### src/rtl/beta_mem_arbiter.sv
// Two-port memory arbiter: instruction fetch and load/store unit share one
// single-outstanding memory port. LSU has priority, but a fetch that keeps
// losing is forced through after StarveLimit consecutive LSU wins.
module beta_mem_arbiter #(
  parameter int DataWidth   = 32,
  parameter int StarveLimit = 4
) (
  input  logic                 clk_i,
  input  logic                 rst_i,
  input  logic                 arb_if_req_i,
  input  logic [DataWidth-1:0] arb_if_addr_i,
  output logic                 arb_if_gnt_o,
  output logic                 arb_if_rvalid_o,
  input  logic                 arb_lsu_req_i,
  input  logic                 arb_lsu_we_i,
  input  logic [3:0]           arb_lsu_be_i,
  input  logic [DataWidth-1:0] arb_lsu_addr_i,
  input  logic [DataWidth-1:0] arb_lsu_wdata_i,
  output logic                 arb_lsu_gnt_o,
  output logic                 arb_lsu_rvalid_o,
  output logic [DataWidth-1:0] arb_rdata_o,
  output logic                 arb_mem_req_o,
  output logic                 arb_mem_we_o,
  output logic [3:0]           arb_mem_be_o,
  output logic [DataWidth-1:0] arb_mem_addr_o,
  output logic [DataWidth-1:0] arb_mem_wdata_o,
  input  logic                 arb_mem_gnt_i,
  input  logic                 arb_mem_rvalid_i,
  input  logic [DataWidth-1:0] arb_mem_rdata_i,
  output logic                 arb_busy_o,
  output logic                 arb_err_o
);

  typedef enum logic [1:0] {
    IDLE = 2'd0,
    ADDR = 2'd1,
    RESP = 2'd2
  } state_t;

  localparam logic [2:0] StarveMax = 3'(StarveLimit);

  state_t     state_reg, state_next;
  logic       owner_reg, owner_next;    // 1 = LSU owns the port, 0 = fetch
  logic [2:0] streak_reg, streak_next;  // consecutive LSU wins while fetch waited
  logic       any_req;
  logic       lsu_wins;
  logic       take;

  // Pick the next winner from the currently pending requests
  always_comb begin
    any_req  = arb_if_req_i | arb_lsu_req_i;
    lsu_wins = arb_lsu_req_i && !(arb_if_req_i && (streak_reg == StarveMax));
  end

  // Next state, owner latch and starvation streak update
  always_comb begin
    state_next  = state_reg;
    owner_next  = owner_reg;
    streak_next = streak_reg;
    take        = 1'b0;
    case (state_reg)
      IDLE: begin
        if (any_req) begin
          take = 1'b1;
        end
      end
      ADDR: begin
        if (arb_mem_gnt_i) begin
          state_next = RESP;
        end
      end
      RESP: begin
        if (arb_mem_rvalid_i) begin
          if (any_req) begin
            take = 1'b1;
          end else begin
            state_next = IDLE;
          end
        end
      end
      default: state_next = IDLE;
    endcase
    // A new owner is only ever latched here, so it stays frozen through ADDR/RESP
    if (take) begin
      state_next = ADDR;
      owner_next = lsu_wins;
      if (lsu_wins && arb_if_req_i) begin
        streak_next = (streak_reg >= StarveMax) ? StarveMax : streak_reg + 3'd1;
      end else begin
        streak_next = 3'd0;
      end
    end
  end

  // State, owner and streak registers with synchronous reset
  always_ff @(posedge clk_i) begin
    if (rst_i) begin
      state_reg  <= IDLE;
      owner_reg  <= 1'b0;
      streak_reg <= 3'd0;
    end else begin
      state_reg  <= state_next;
      owner_reg  <= owner_next;
      streak_reg <= streak_next;
    end
  end

  // Memory-side drive, per-port handshakes and error flag from the current state
  always_comb begin
    arb_mem_req_o    = 1'b0;
    arb_mem_we_o     = 1'b0;
    arb_mem_be_o     = 4'h0;
    arb_mem_addr_o   = '0;
    arb_mem_wdata_o  = '0;
    arb_if_gnt_o     = 1'b0;
    arb_lsu_gnt_o    = 1'b0;
    arb_if_rvalid_o  = 1'b0;
    arb_lsu_rvalid_o = 1'b0;
    arb_rdata_o      = '0;
    arb_err_o        = 1'b0;
    arb_busy_o       = (state_reg != IDLE);
    case (state_reg)
      ADDR: begin
        arb_mem_req_o = 1'b1;
        if (owner_reg) begin
          arb_mem_we_o    = arb_lsu_we_i;
          arb_mem_be_o    = arb_lsu_be_i;
          arb_mem_addr_o  = arb_lsu_addr_i;
          arb_mem_wdata_o = arb_lsu_wdata_i;
        end else begin
          arb_mem_be_o    = 4'hF;
          arb_mem_addr_o  = arb_if_addr_i;
        end
        arb_if_gnt_o  = arb_mem_gnt_i && !owner_reg;
        arb_lsu_gnt_o = arb_mem_gnt_i && owner_reg;
        // Nothing can be outstanding before the grant, so any response is stray
        arb_err_o     = arb_mem_rvalid_i;
      end
      RESP: begin
        if (arb_mem_rvalid_i) begin
          arb_if_rvalid_o  = !owner_reg;
          arb_lsu_rvalid_o = owner_reg;
          arb_rdata_o      = arb_mem_rdata_i;
        end
      end
      default: begin
        arb_err_o = arb_mem_rvalid_i;
      end
    endcase
  end

endmodule
### config.mk
export PLATFORM = sky130hd
export DESIGN_NAME = beta_mem_arbiter
export DESIGN_NICKNAME = d
export VERILOG_FILES = /design/src/rtl/beta_mem_arbiter.sv
export SDC_FILE = /design/constraint.sdc
export NUM_CORES = 1
export LEC_CHECK = 0
export BUFFER_PORTS_ARGS = -buffer_cell sky130_fd_sc_hd__buf_2
export CAP_MARGIN = 30
export CORE_AREA = 2 2 95 97
export DETAILED_ROUTE_END_ITERATION = 8
export DIE_AREA = 0 0 97 99
export HOLD_SLACK_MARGIN = 0.12
export PLACE_DENSITY_LB_ADDON = 0.3
export SLEW_MARGIN = 20
export SYNTH_ARGS = -nofsm -noshare
export SYNTH_HDL_FRONTEND = slang
export SYNTH_SLANG_ARGS = --single-unit
### constraint.sdc
create_clock -name clk_i -period 4.65 [get_ports clk_i]
set_clock_uncertainty 0.2 [all_clocks]
set_input_delay 0.2325 -clock clk_i [delete_from_list [all_inputs] [get_ports clk_i]]
set_output_delay 0.2325 -clock clk_i [all_outputs]
set_load 0.01 [all_outputs]
Word-level counts from Yosys, hierarchy flattened
Cells that the tools add are included.
- register bits: 6
- latch bits: 0
- bits in writable memories: 0
- ROM bits: 0
- input port bits: 139
- output and inout port bits: 108
- word-level logic and storage cells: 58
- memories: 0
- add/sub/neg operators: 1
- $mul: 0
- divide/modulo/power cells: 0
- $lt $le $gt $ge: 1
- equality and inequality tests: 10
- shift operators: 0
- mux-type cells: 28
- bitwise operators: 2
- reduce and logical (&&, ||, !) cells: 12
- operators with widths (operator ; count):
    two-way mux 32 bit ; 6
    two-way mux 1 bit ; 13
    != test 3 bit, second input constant ; 3
    two-way mux 4 bit ; 2
    != test 2 bit, second input constant ; 4
    AND reduction 4 bit ; 2
    two-way mux 2 bit ; 3
    two-way mux 3 bit ; 2
    case mux 2 bit (3 select lines) ; 1
    logical AND 1 bit ; 5
    adder 3 x 1 -> 3 bit, second input constant ; 1
    equality test 3 bit, second input constant ; 1
    greater-or-equal comparator 3 bit, second input constant ; 1
    equality test 2 x 1 -> 1 bit, second input constant ; 1
    equality test 2 bit, second input constant ; 1
    logical NOT 1 bit ; 2
    logical NOT 2 bit ; 1
    case mux 1 bit (2 select lines) ; 1
    nonzero test 2 bit ; 1
    OR reduction 2 bit ; 1
    inverter 1 bit ; 1
    OR 1 bit ; 1

Logic depth before layout (Yosys ltp)
Gate-level depths: netlist of the first run.
- depth after elaboration: 6
- depth in mapped cells: 5
- mapped depth without buffers: 5

Worst setup path after synthesis of the first run
OpenSTA, ideal clock, no wires.
- path kind: reg-to-output
- start point: register state_reg[1]
- end point: output port arb_mem_wdata_o[23]
- data arrival time: 1.086 ns
- required time: 4.218 ns
- slack: 3.132 ns
- stages on the path, launching flop included: 5
- path buffers: 1
- cells stage by stage: dfxtp_1 nand2b_1 inv_2 clkbuf_1 and3_1
- longest elaborated chain between the ends: 2
- ends and longest elaborated chain (item ; RTL line ; text):
    from (decl) ; 42 ; state_t state_reg, state_next;
    from (signal assigned) ; 102 ; state_reg <= state_next;
    equality test 2 x 1 -> 1 bit ; 122 ; case (state_reg)
    two-way mux 32 bit ; 122 ;
    to (decl) ; 26 ; output logic [DataWidth-1:0] arb_mem_wdata_o,
Every way passes these cells.

Final worst setup path of the first run
- start point: register state_reg[0]
- end point: output port arb_mem_wdata_o[25]
The elaborated chain is that of the path after synthesis.

==> reports/metrics.csv, run 1 <==
metric,value,unit
grt ovf,0,
setup TNS,0,ps
Worst Setup End Kind,primary output,
clk sink count,6,
Setup WS post-layout,2060,ps
initial antenna violation count,0,
final WL,6470,um
io pins,247,
maxcap violations,0,
"Distinct cells, synth",29,
setup violators final,0,
worst hold slack,168,ps
Critical Path RT,4220,ps
pwr dens,129,mW/mm2
Final nets,577,
cell count after synthesis,201,
mux contribution to synthesized area,23.7,%
Synth Area in Adders,1.85,%
cts bufs inserted,3,
Max-Slew Margin vs Limit,46.5,%
via count,2279,
Mean Syn Cell Area,6.74,um2
"FF+latch count, synth",6,
first-pass GRT wire length,9960,um
largest net degree at the start of global routing,54,
"Max stage delay cell, worst path",inv_2,
"slowest stage delay, CP",560,ps
Post CTS Setup Buffer Count,0,
"Data arrival, critical path",2160,ps
post-route minimum period,2590,ps
status,finished clean,
max reg flops,3,
Post-Syn Area,0.00135,mm2
Max Clock Freq,385,MHz
core area,0.00855,mm2
"Reg clk slew, reported paths",30,ps
PortBufs,246,
Post-Syn Nets,342,
layout cells sized above 1,58.8,%
"Seq/Total Area, Yosys",8.87,%
CTS tree,built,
worst path cell trace,nand2b_1 > inv_2 > and3_1 > buf_2,
CP top delay family,simple AND/OR/NAND/NOR gates,
unrepaired setup endpoints after global routing,false,
cell count after placement,537,
# rows,34,
Die Span X,97,um
routed wl met2,3380,um
clock tree buffer depth,2,
kind of critical path,reg -> out,
Yosys Warn Count,0,
Area Growth Syn to Fin,100,%
Via density,4.20,
Die Area,0.00960,mm2
fraction of synthesized cell area in xor and xnor cells,0,%
vias in the first global route,2105,
# diodes,0,
layout filler cell count,975,
pre-CTS WS,2270,ps
post-DP HPWL,5350,um
uppermost layer routed,met4,
Synth Area in Compound Gates,6.93,%
main combinational cell family by area after synthesis,simple AND/OR/NAND/NOR gates,
clk_lat worst skew,220,ps
WL met3,622,um
CP Launch Type,flop,
H-tree depth,1,
post-DR wirelength/cell,11.9,um
Hold Path Class,in -> reg,
CP Max Fanout,36,
Starting Density,15.8,%
Synth Area in Simple Gates,49.9,%
DRT antenna net count,0,
Root Driver,clkbuf_8,
Worst Tran Pin Value,802,ps
die span in y,99,um
final hold vios,0,
Final Wtd Congestion,0.741,
"commonest cells after routing, fill and taps aside","buf_2 (246), and3_1 (35), nor2_1 (34)",
DRT iter0 DRCs,75,
final slew viol count,0,
peak supply drop,0.0762,mV
DRT Pass-1 Iters,3,
period utilization,55.8,%
CP bufs+invs,2,
"most common cell after layout, fill and taps aside",buf_2,
global-route usage over all layers,12.1,%
met1 WL,2450,um
final std cells w/o fill,542,
P_leak,1.80,nW
DRC,0,
per-stage QoR:
stage / instance area (um2) / util, % / power, W
after detailed placement: 2650 / 31.0 / 0.000274
after global placement: 2650 / 31.0 / 0.000272
final: 2710 / 31.7 / 0.000350
after global routing: 2710 / 31.7 / 0.000380
after CTS: 2710 / 31.7 / 0.000356
after floorplan: 1350 / - / 0.000167
cells by family after synthesis:
| logic type | Yosys count |
|---|---|
| and+or+nand+nor | 118 |
| DFF | 6 |
| AOI/OAI and AO/OA | 15 |
| adders and majority gates | 2 |
| buffers and inverters | 28 |
| muxes | 32 |
metal layers:
metal | vias to the layer above | global-route usage (%)
met5 | - | 0
met2 | 128 | 23.6
met3 | 2 | 2.77
met1 | 1001 | 13.4
met4 | 0 | 1.95
li1 | 1148 | -
worst min-delay path, cell delays in order:
cell,delay [ps]
buf_2,130
nand4bb_1,100
a21oi_1,70
report_power, final:
group	internal, W	switching, W
sequential	0.0000546	0.00000975
combinational	0.000105	0.000103
clock	0.0000556	0.0000217
repair_timing:
action,in CTS,in global routing
hold endpoints to repair,6,0
hold buffers,2,0
gates resized for setup,0,0
Yosys cell counts:
library cell	n	share of area, %
inv_2	1	0.28
nand2b_1	1	0.46
a21oi_1	9	3.3
nand4bb_1	2	1.7
o32a_1	1	0.74
ha_1	2	1.8
a21boi_0	1	0.55
nor3b_1	1	0.55
or3_1	1	0.46
nor2_1	34	9.4
o41ai_1	1	0.65
dfxtp_1	6	8.9
nor2b_1	1	0.46
nand2_1	2	0.55
clkbuf_1	12	3.3
mux2i_1	32	24
or4_1	2	1.1
inv_1	7	1.9
nand4b_1	2	1.3
o31ai_1	3	1.7
and3b_1	1	0.65
buf_6	1	0.83
and3_1	35	16
nor2b_4	1	1.0
nand3_1	1	0.37
or2_2	1	0.46
buf_1	2	0.55
and2_1	33	15
buf_2	5	1.8
cell type report:
class	count	area, um2	area share [%]
repair buffers	250	1270	46.7
multi-input cells	167	1110	41.2
well taps	108	135	4.99
flip-flops and latches	6	121	4.48
clock buffers	3	41.3	1.52
inverters	8	30.0	1.11
worst paths after layout:
kind / startpoint / endpoint / slack [ps] / depth (start not counted)
min reg2reg: streak_reg[1]$_SDFFE_PP0P_ / streak_reg[1]$_SDFFE_PP0P_ / 290 / 2
min: arb_lsu_req_i / owner_reg$_SDFFE_PP0P_ / 170 / 3
max: state_reg[0]$_SDFFE_PP0P_ / arb_mem_wdata_o[25] / 2060 / 4
max reg2reg: state_reg[0]$_SDFFE_PP0P_ / state_reg[1]$_SDFFE_PP0P_ / 2520 / 4
No activity file was read; power rests on OpenSTA's default activity.
==> run 2: changes to the inputs <==
- CORE_AREA: 2 2 95 97 -> 2 2 96 98
- DIE_AREA: 0 0 97 99 -> 0 0 98 100
- clock period: 4.65 -> 2.7 ns (I/O delays scaled with it)
==> reports/metrics.csv, run 2 (same netlist as run 1, synthesis figures left out) <==
metric,value,unit,change
status,finished clean,,unchanged
clock tree buffer depth,2,,unchanged
period utilization,79.5,%,
clk sink count,6,,unchanged
Final Wtd Congestion,0.701,,was 0.741
CP Max Fanout,34,,was 36
Starting Density,15.2,%,was 15.8%
layout filler cell count,975,,unchanged
Die Area,0.00980,mm2,was 0.00960 mm2
global-route usage over all layers,11.7,%,was 12.1%
Hold Path Class,in -> reg,,unchanged
grt ovf,0,,unchanged
clk_lat worst skew,220,ps,about the same
"most common cell after layout, fill and taps aside",buf_2,,unchanged
Worst Tran Pin Value,842,ps,was 802 ps
Setup crit end,arb_rdata_o[28],,was arb_mem_wdata_o[25]
Worst Setup End Kind,primary output,,unchanged
"commonest cells after routing, fill and taps aside","buf_2 (246), and3_1 (35), nor2_1 (34)",,unchanged
R2R depth,5,,was 4
core area,0.00889,mm2,was 0.00855 mm2
die span in y,100,um,was 99 um
maxcap violations,0,,unchanged
Seq pwr share,16.5,%,was 18.4%
worst r2r src,state_reg[0]$_SDFFE_PP0P_,,unchanged
CP top delay family,simple AND/OR/NAND/NOR gates,,unchanged
P_leak,1.82,nW,was 1.80 nW
setup violators final,0,,unchanged
max reg flops,3,,unchanged
post-DR wirelength/cell,12.0,um,was 11.9 um
Critical Path RT,2370,ps,was 4220 ps
Root Driver,clkbuf_8,,unchanged
"Data arrival, critical path",1810,ps,was 2160 ps
DRC,0,,unchanged
kind of critical path,reg -> out,,unchanged
initial antenna violation count,0,,unchanged
Switching Share,38.3,%,was 38.4%
pwr dens,221,mW/mm2,was 129 mW/mm2
# diodes,0,,unchanged
"Max stage delay cell, worst path",and3_1,,was inv_2
CP bufs+invs,2,,unchanged
final hold vios,0,,unchanged
"Reg clk slew, reported paths",40,ps,was 30 ps
via count,2268,,"was 2,279"
Post CTS Setup Buffer Count,0,,unchanged
"slowest stage delay, CP",710,ps,was 560 ps
io pins,247,,unchanged
largest net degree at the start of global routing,53,,was 54
Via density,4.13,,was 4.20
Area Growth Syn to Fin,103,%,was 100%
post-DP HPWL,5370,um,was 5350 um
RR Endpoint,state_reg[1]$_SDFFE_PP0P_,,unchanged
first-pass GRT wire length,9700,um,was 9960 um
# rows,35,,was 34
switching pwr,0.000233,W,was 0.000134 W
Max-Slew Margin vs Limit,43.9,%,was 46.5%
Die Span X,98,um,was 97 um
Final Power,0.000608,W,was 0.000350 W
Setup crit start,state_reg[0]$_SDFFE_PP0P_,,unchanged
H-tree depth,1,,unchanged
setup TNS,0,ps,unchanged
Resize count post-CTS,0,,unchanged
unrepaired setup endpoints after global routing,false,,unchanged
vias in the first global route,1981,,"was 2,105"
PortBufs,246,,unchanged
CP Launch Type,flop,,unchanged
post-cts hold buffer count,5,,was 2
worst path cell trace,inv_1 > and3_1 > and2_1 > buf_2,,was nand2b_1 > inv_2 > and3_1 > buf_2
DRT antenna net count,0,,unchanged
Clock Power Share,21.9,%,was 22.1%
Logic pwr share,61.6,%,was 59.5%
Final nets,581,,was 577
peak supply drop,0.145,mV,was 0.0762 mV
layout cells sized above 1,58.4,%,was 58.8%
DRT Pass-1 Iters,4,,was 3
final slew viol count,0,,unchanged
post-route minimum period,2150,ps,
final WL,6580,um,was 6470 um
Reg2Reg Setup Slack,610,ps,was 2520 ps
DRT iter0 DRCs,33,,was 75
critical path depth in cells,4,,unchanged
Power Internal,0.000375,W,was 0.000215 W
cts bufs inserted,3,,unchanged
CTS tree,built,,unchanged
Max Clock Freq,466,MHz,
## run 2: worst reg2reg max path: stages (launching register included)
cell and delay, ps:
dfxtp_1 510, nand2b_1 140, inv_2 380, nand2_1 110, a21oi_1 140, dlygate4sd3_1 550
## run 2: cell type report
type,count,area (um2),area share [%]
multi-input cells,167,1110,40.5
well taps,111,139,5.05
flip-flops and latches,6,121,4.41
clock buffers,3,41.3,1.50
repair buffers,254,1300,47.4
inverters,8,30.0,1.09
## run 2: worst min path at each step
stage                       startpoint                         end  slack, ps  depth (start not counted)
after floorplan                  rst_i      owner_reg$_SDFFE_PP0P_          4                          1
after global placement           rst_i   state_reg[1]$_SDFFE_PP0P_        190                          2
after detailed placement         rst_i   state_reg[1]$_SDFFE_PP0P_        190                          2
after CTS                 arb_if_req_i  streak_reg[2]$_SDFFE_PP0P_        130                          4
after global routing      arb_if_req_i  streak_reg[1]$_SDFFE_PP0P_        180                          4
final                     arb_if_req_i  streak_reg[2]$_SDFFE_PP0P_        130                          4
## run 2: layer usage
metal	up-vias	GRT usage, %	part of all wire (%)
met4	0	1.50	0.55
met2	103	20.7	50
met1	997	15.2	41
met3	6	2.16	7.7
li1	1162	-	-
met5	-	0	0
## run 2: through the flow
| stage | hold slack (ps) | std cells | worst slack (ps) | utilization [%] | cell area (um2) |
|---|---|---|---|---|---|
| after floorplan | 4.07 | 201 | 1190 | - | 1350 |
| after global placement | 192 | 541 | 849 | 29.9 | 2660 |
| after detailed placement | 195 | 541 | 771 | 29.9 | 2660 |
| after CTS | 127 | 549 | 540 | 30.9 | 2750 |
| after global routing | 175 | 549 | 359 | 30.9 | 2750 |
| final | 130 | 549 | 552 | 30.9 | 2750 |
## run 2: power by group through the flow
stage	logic, W	clock network, W	registers, W
6_report	0.000375	0.000133	0.000100
5_1_grt	0.000416	0.000144	0.000102
4_1_cts	0.000378	0.000136	0.000100
3_5_place_dp	0.000371	0	0.000102
3_3_place_gp	0.000367	0	0.000101
2_1_floorplan	0.000190	0	0.0000974
